`src/rtl/div_seq_if.sv`:
```
// div_seq_if: start/busy/done handshake and operand/result bus for the sequential divider.
interface div_seq_if #(
    parameter int NW = 6,
    parameter int DW = 4
);
    logic          start;
    logic [NW-1:0] dividend;
    logic [DW-1:0] divisor;
    logic          busy;
    logic          done;
    logic [NW-1:0] quotient;
    logic [DW-1:0] remainder;
    logic          dbz;
    modport master(output start, dividend, divisor, input busy, done, quotient, remainder, dbz);
    modport slave(input start, dividend, divisor, output busy, done, quotient, remainder, dbz);
endinterface

```
`src/rtl/div_seq.sv`:
```
// div_seq: unsigned restoring divider, one quotient bit per clock, start/busy/done handshake.
module div_seq #(
    parameter int NW = 6,
    parameter int DW = 4
) (
    input logic       clk,
    input logic       rst_n,
    div_seq_if.slave  bus
);
    localparam int CW = $clog2(NW);
    typedef enum logic [1:0] {IDLE, RUN, DONE} state_t;
    state_t        state, state_n;
    logic [CW-1:0] cnt, cnt_n;
    logic [DW:0]   r, r_n, r_sh, r_it;
    logic [NW-1:0] q, q_n, q_it, quo, quo_n;
    logic [DW-1:0] dsr, dsr_n, rem, rem_n;
    logic          dbz, dbz_n, ge;
    always_ff @(posedge clk or negedge rst_n) begin
        if (!rst_n) begin
            state <= IDLE;
            cnt   <= '0;
            r     <= '0;
            q     <= '0;
            dsr   <= '0;
            quo   <= '0;
            rem   <= '0;
            dbz   <= 1'b0;
        end else begin
            state <= state_n;
            cnt   <= cnt_n;
            r     <= r_n;
            q     <= q_n;
            dsr   <= dsr_n;
            quo   <= quo_n;
            rem   <= rem_n;
            dbz   <= dbz_n;
        end
    end
    always_comb begin
        r_sh    = {r[DW-1:0], q[NW-1]};
        ge      = r_sh >= {1'b0, dsr};
        r_it    = ge ? r_sh - {1'b0, dsr} : r_sh;
        q_it    = {q[NW-2:0], ge};
        state_n = state;
        cnt_n   = cnt;
        r_n     = r;
        q_n     = q;
        dsr_n   = dsr;
        quo_n   = quo;
        rem_n   = rem;
        dbz_n   = dbz;
        if (bus.start && state != RUN) begin
            // a zero divisor skips the iterations and reports a saturated quotient
            if (bus.divisor == '0) begin
                state_n = DONE;
                quo_n   = '1;
                rem_n   = bus.dividend[DW-1:0];
                dbz_n   = 1'b1;
            end else begin
                state_n = RUN;
                cnt_n   = CW'(NW - 1);
                r_n     = '0;
                q_n     = bus.dividend;
                dsr_n   = bus.divisor;
                dbz_n   = 1'b0;
            end
        end else if (state == RUN) begin
            r_n   = r_it;
            q_n   = q_it;
            cnt_n = cnt - 1'b1;
            if (cnt == '0) begin
                state_n = DONE;
                quo_n   = q_it;
                rem_n   = r_it[DW-1:0];
            end
        end else if (state == DONE) begin
            state_n = IDLE;
        end
    end
    assign bus.busy      = state == RUN;
    assign bus.done      = state == DONE;
    assign bus.quotient  = quo;
    assign bus.remainder = rem;
    assign bus.dbz       = dbz;
endmodule

```
`src/flat_wrapper.sv`:
```
// flat-port wrapper written by rule: the top's interface ports become plain ports
module div_seq_flat 
#(
    parameter int NW = 6,
    parameter int DW = 4
)
  (clk, rst_n, bus_start, bus_dividend, bus_divisor, bus_busy, bus_done, bus_quotient, bus_remainder, bus_dbz);
  div_seq_if #(.NW(NW), .DW(DW)) bus_i ();
  input logic clk;
  input logic rst_n;
  input wire logic [$bits(bus_i.start)-1:0] bus_start;
  input wire logic [$bits(bus_i.dividend)-1:0] bus_dividend;
  input wire logic [$bits(bus_i.divisor)-1:0] bus_divisor;
  output wire logic [$bits(bus_i.busy)-1:0] bus_busy;
  output wire logic [$bits(bus_i.done)-1:0] bus_done;
  output wire logic [$bits(bus_i.quotient)-1:0] bus_quotient;
  output wire logic [$bits(bus_i.remainder)-1:0] bus_remainder;
  output wire logic [$bits(bus_i.dbz)-1:0] bus_dbz;
  assign bus_i.start = bus_start;
  assign bus_i.dividend = bus_dividend;
  assign bus_i.divisor = bus_divisor;
  assign bus_busy = bus_i.busy;
  assign bus_done = bus_i.done;
  assign bus_quotient = bus_i.quotient;
  assign bus_remainder = bus_i.remainder;
  assign bus_dbz = bus_i.dbz;
  div_seq #(.NW(NW), .DW(DW)) u_core (.clk(clk), .rst_n(rst_n), .bus(bus_i));
endmodule
```
`config.mk`:
```
export PLATFORM = sky130hd
export DESIGN_NAME = div_seq_flat
export DESIGN_NICKNAME = d
export VERILOG_FILES = /design/src/rtl/div_seq_if.sv /design/src/rtl/div_seq.sv /design/src/flat_wrapper.sv
export SDC_FILE = /design/constraint.sdc
export NUM_CORES = 1
export LEC_CHECK = 0
export BUFFER_PORTS_ARGS = -buffer_cell sky130_fd_sc_hd__buf_4
export CORE_MARGIN = 2
export CORE_UTILIZATION = 55
export CTS_CLUSTER_SIZE = 24
export DETAILED_ROUTE_END_ITERATION = 8
export PLACE_DENSITY = 0.85
export SLEW_MARGIN = 20
export SYNTH_ARGS = -nofsm -noshare
export SYNTH_HDL_FRONTEND = slang
export SYNTH_SLANG_ARGS = --single-unit
```
`constraint.sdc`:
```
create_clock -name clk -period 2.6 [get_ports clk]
set_input_delay 0.39 -clock clk [delete_from_list [all_inputs] [get_ports clk]]
set_output_delay 0.39 -clock clk [all_outputs]
set_load 0.005 [all_outputs]
```
# --- Yosys cells after proc, flatten, opt, wreduce, memory -nomap -nowiden ---
# Index checks and enable logic that the tools add are counted.
word_totals:
  regBits: 30
  inputBits: 13
  output_inout_bits: 13
  wordCells: 52
classes:
  n_addsub: 2
  magnitude_cmp: 1
  n_eq_ne: 6
  n_mux: 24
  bitwise_logic: 1
  n_reduce_logical: 10
op_table:
  columns: ["op", "count"]
  rows:
  - ["2-to-1 mux 6 bit", 7]
  - ["2-to-1 mux 4 bit", 8]
  - ["2-to-1 mux 2 bit", 5]
  - ["2-to-1 mux 3 bit", 3]
  - ["AND reduction 2 bit", 3]
  - ["greater-or-equal comparator 5 x 4 -> 1 bit", 1]
  - ["logical NOT 4 bit", 1]
  - ["!= test 2 bit (second input constant)", 2]
  - ["nonzero test 2 bit", 2]
  - ["subtractor 4 bit", 1]
  - ["logical NOT 3 bit", 1]
  - ["!= test 3 x 1 -> 1 bit (second input constant)", 1]
  - ["AND reduction 3 bit", 1]
  - ["nonzero test 3 bit", 1]
  - ["subtractor 3 x 1 -> 3 bit (second input constant)", 1]
  - ["equality test 2 x 1 -> 1 bit (second input constant)", 1]
  - ["equality test 2 bit (second input constant)", 1]
  - ["!= test 2 x 1 -> 1 bit (second input constant)", 1]
  - ["logical AND 1 bit", 1]
  - ["2-to-1 mux 1 bit", 1]
  - ["NOT 1 bit", 1]

# --- Logic depth before layout (Yosys ltp) ---
logic_depth:
  depth_word: 5
  depth_mapped: 11
  depth_no_buf: 8

# --- Least setup slack after synthesis ---
# No wires, ideal clock.
synth_timing:
  path_kind: "reg-to-reg"
  startpoint: "register u_core.q[5]"
  endpoint: "register u_core.rem[2], in the netlist u_core.bus.remainder[2]"
  setup_time_ns: 0.082
  arrival_time_ns: 1.878
  t_required_ns: 2.518
  slack_ns: 0.640
  stages_incl_launch_ff: 8
  path_buffers: 0
  period_less_slack_ns: 1.960
  path_cell_list: "dfrtp_1 > inv_1 > ha_1 > nand2b_1 > a2111o_1 > nand2_4 > mux2_2 > a31oi_1"
synth_via:
  elab_chain_cells: 5
synth_lines:
  columns: ["item", "line", "source"]
  rows:
  - ["from (decl)", "div_seq.sv:15", "logic [NW-1:0] q, q_n, q_it, quo, quo_n;"]
  - ["from (signal assigned)", "div_seq.sv:32", "q <= q_n;"]
  - ["subtractor 4 bit / greater-or-equal comparator 5 x 4 -> 1 bit (equally long branches)", "div_seq.sv:42, div_seq.sv:41", null]
  - ["2-to-1 mux 4 bit *", "div_seq.sv:42", "r_it = ge ? r_sh - {1'b0, dsr} : r_sh;"]
  - ["2-to-1 mux 4 bit *", "div_seq.sv:71", "if (cnt == '0) begin"]
  - ["2-to-1 mux 4 bit *", "div_seq.sv:67", "end else if (state == RUN) begin"]
  - ["2-to-1 mux 4 bit *", "div_seq.sv:52", "if (bus.start && state != RUN) begin"]
  - ["to (signal assigned)", "div_seq.sv:35", "rem <= rem_n;"]
  - ["to (decl)", "div_seq.sv:16", "logic [DW-1:0] dsr, dsr_n, rem, rem_n;"]
# Mark *: on every way between the ends. The rest lies on a longest branch, timed or not. The select of a mux whose other input is x is not followed.
# A chain may end at the register's enable or synchronous reset.

# --- Final worst setup path ---
layout_timing:
  startpoint: "register u_core.state[1]"
  endpoint: "register u_core.q[0]"
layout_via:
  elab_chain_cells: 4
layout_lines:
  columns: ["item", "line", "source"]
  rows:
  - ["from (decl)", "div_seq.sv:12", "state_t state, state_n;"]
  - ["from (signal assigned)", "div_seq.sv:29", "state <= state_n;"]
  - ["!= test 2 x 1 -> 1 bit", "div_seq.sv:52", null]
  - ["logical AND 1 bit", "div_seq.sv:52", null]
  - ["!= test 2 bit (no source line) / nonzero test 2 bit (equally long branches)", null, null]
  - ["AND reduction 2 bit (no source line)", null, null]
# Parallel ways exist; a longest one is shown, timed or not.

==> impl_metrics.env <==
export IMPL_status="complete, no violations"
export IMPL_cts_root_buffer="clkbuf_4"
export IMPL_layout_commonest_cell="nand2_1"
export IMPL_grt_setup_unrepaired="false"
export IMPL_p_per_area_mw_per_mm2=1330
export IMPL_synth_top_family_by_area="simple AND/OR/NAND/NOR gates"
export IMPL_synth_xor_area_frac=0.0220
export IMPL_cts_tree="done"
export IMPL_path_max_fanout=17
export IMPL_grt_pass1_wl_um=6180
export IMPL_clk_latency_ns=0.34
export IMPL_synthDistinctLibCells=38
export IMPL_cp_end_kind="flip-flop"
export IMPL_drt_wl_total_um=3530
export IMPL_antenna_found_initial=0
export IMPL_drc=0
export IMPL_synthAdderAreaFrac=0.0753
export IMPL_nets=211
export IMPL_synth_nets=183
export IMPL_drive_gt1_frac=0.232
export IMPL_ys_warn_count=0
export IMPL_setup_tns_ns=0
export IMPL_clk_path_buf_depth=2
export IMPL_synth_cells=161
export IMPL_fillers=219
export IMPL_routed_via_density=5.78
export IMPL_synth_compound_area_share=0.151
export IMPL_crit_type="flip-flop to flip-flop"
export IMPL_syn2layout_area_growth_pct=16.5
export IMPL_syn_area_mm2=0.00160
export IMPL_dp_hpwl_um=2600
export IMPL_mostFrequentLayoutCells="nand2_1, dfrtp_1, buf_4, o21ai_0, inv_1"
export IMPL_fmax_mhz=464
export IMPL_die_y_um=57.9
export IMPL_tritoncts_num_buffers=5
export IMPL_power_mw=2.47
export IMPL_num_antenna_cells=0
export IMPL_ys_seq_elements=30
export IMPL_final_max_slew_viol_count=0
export IMPL_cts_sinks=30
export IMPL_synthMuxAreaShare=0.0455
export IMPL_finClkSkew_ns=0.00902
export IMPL_core_area_mm2=0.00276
export IMPL_track_usage=0.249
export IMPL_final_antenna_net_count=0
export IMPL_gp_congestion=1.03
export IMPL_num_rows=19
export IMPL_seq_area_frac_synth=0.471
export IMPL_cp_start_kind="flip-flop"
export IMPL_cp_data_arrival_time_ns=2.39
export IMPL_required_ns=2.83
export IMPL_firstDrtPassIters=4
export IMPL_grt_max_degree=31
export IMPL_initial_core_util=0.578
export IMPL_first_global_vias=1287
export IMPL_grt_overflow=0
export IMPL_period_share=0.829
export IMPL_wire_per_inst_um=16.0
export IMPL_io_pins=26
export IMPL_postSynthAreaPerCell_um2=9.91
export IMPL_finalHoldViolCount=0
export IMPL_die_x_um=57.9
export IMPL_tightest_slew_ns=0.570
export IMPL_setup_viol=0
export IMPL_min_path_type="input pin to flip-flop"
export IMPL_drv_cap=0
export IMPL_relSlewSlack=0.620
export IMPL_ctsResizeCount=0
export IMPL_ctsHtreeMaxLevel=2
export IMPL_drt_initial_drc_count=41
export IMPL_die_area_mm2=0.00335
export IMPL_ir_drop_v=0.000900
export IMPL_period_minus_slack_ns=2.16
export IMPL_synthSimpleGateAreaFrac=0.185
export IMPL_io_buffers=25
export IMPL_clk_pin_slew_worst_paths_ns=0.09
export IMPL_p_leak_nw=0.902
export IMPL_via_count=1278
[kinds of logic after synthesis]
logic type / after synthesis
and+or+nand+nor: 59
AOI/OAI and AO/OA: 35
DFF: 30
buffers and inverters: 17
adders and majority gates: 9
muxes: 7
xor gates and xnor gates: 4
[metal layers]
layer  vias to the layer above  track usage  wire length (µm)
met4                         0        0.106                79
met3                        10       0.0603               200
li1                        606            -                 -
met5                         -            0                 0
met2                        48        0.406              1820
met1                       614        0.318              1430
[through the flow]
stage | area, µm² | hold WS (ns) | std cells | setup slack (ns) | utilization
4_1_cts | 1860 | 0.277 | 221 | 0.452 | 0.674
3_5_place_dp | 1790 | 0.339 | 212 | 0.461 | 0.649
3_3_place_gp | 1790 | 0.332 | 212 | 0.528 | 0.649
5_1_grt | 1860 | 0.293 | 221 | 0.275 | 0.674
2_1_floorplan | 1600 | 0.0944 | 161 | 0.640 | -
6_report | 1860 | 0.287 | 221 | 0.444 | 0.674
[flip-flops by register name (all words and copies together) (netlist names)]
register	count
u_core.dsr	4
u_core.r	4
u_core.bus.remainder	4
u_core.state	2
u_core.bus.quotient	6
u_core.q	6
u_core.cnt	3
u_core.bus.dbz	1
[worst max-delay path, stage by stage (launching register included)]
cell and delay, ns:
dfrtp_1 0.40, inv_1 0.06, ha_1 0.40, nor2b_4 0.17, nand2b_1 0.12, and2_1 0.50, mux2_2 0.40
[synthesized netlist by cell type]
cell type	instances	share of area
or3_2	1	0.0047
or2b_2	1	0.0055
nand3_1	4	0.013
nor2b_4	1	0.0086
a21oi_1	5	0.016
nand3b_1	1	0.0047
fa_1	1	0.013
buf_4	2	0.0094
a31oi_1	2	0.0078
xnor2_1	1	0.0055
o21ai_0	13	0.041
ha_1	8	0.063
and2_1	2	0.0078
nand4_1	1	0.0039
nand2_4	1	0.0071
or2_4	1	0.0055
dfrtp_1	30	0.47
o21ai_1	1	0.0031
a2111o_1	1	0.0071
xor2_1	3	0.016
mux2i_1	5	0.031
nand2b_1	4	0.016
inv_1	11	0.026
nand2_1	31	0.073
mux2_2	2	0.014
nor2_1	8	0.019
buf_1	1	0.0024
o211ai_1	1	0.0047
or3b_2	1	0.0055
buf_6	1	0.0071
a21o_1	2	0.0094
buf_2	2	0.0063
a221oi_2	2	0.019
a41oi_1	2	0.011
nor2b_1	1	0.0039
nor4_2	1	0.0078
a22o_1	5	0.027
o21a_1	1	0.0047
[final timing paths]
check,cells after the start,slack (ns),from,endpoint
max in group asynchronous,2,1.81,rst_n,u_core.cnt[0]
min in group asynchronous,2,0.51,rst_n,u_core.bus.quotient[0]
setup reg to reg,6,0.44,u_core.state[1],u_core.q[0]
hold reg to reg,1,0.50,u_core.bus.dbz,u_core.bus.dbz
hold / removal,2,0.29,bus_divisor[2],u_core.dsr[2]
setup / recovery,6,0.44,u_core.state[1],u_core.q[0]
[report_power, final]
group,leakage (nW),switching [mW],internal (mW)
logic,0.511,0.721,0.622
clock network,0.0353,0.166,0.131
registers,0.356,0.148,0.684
total,0.902,1.03,1.44
[timing repair]
item / in CTS / in global routing
hold buffers: 1 / 0
setup buffers: 0 / 0
endpoints found under the hold margin: 30 / 0
[cell type report]
type,instances,area [µm²],share of cell area
clock inverters,1,5.00,0.00269
well taps,31,38.8,0.0209
repair buffers,27,205,0.110
flip-flops and latches,30,751,0.404
multi-input cells,114,763,0.410
inverters,11,41.3,0.0222
clock buffers,7,55.1,0.0296
Power figures use the tool's default switching activity.
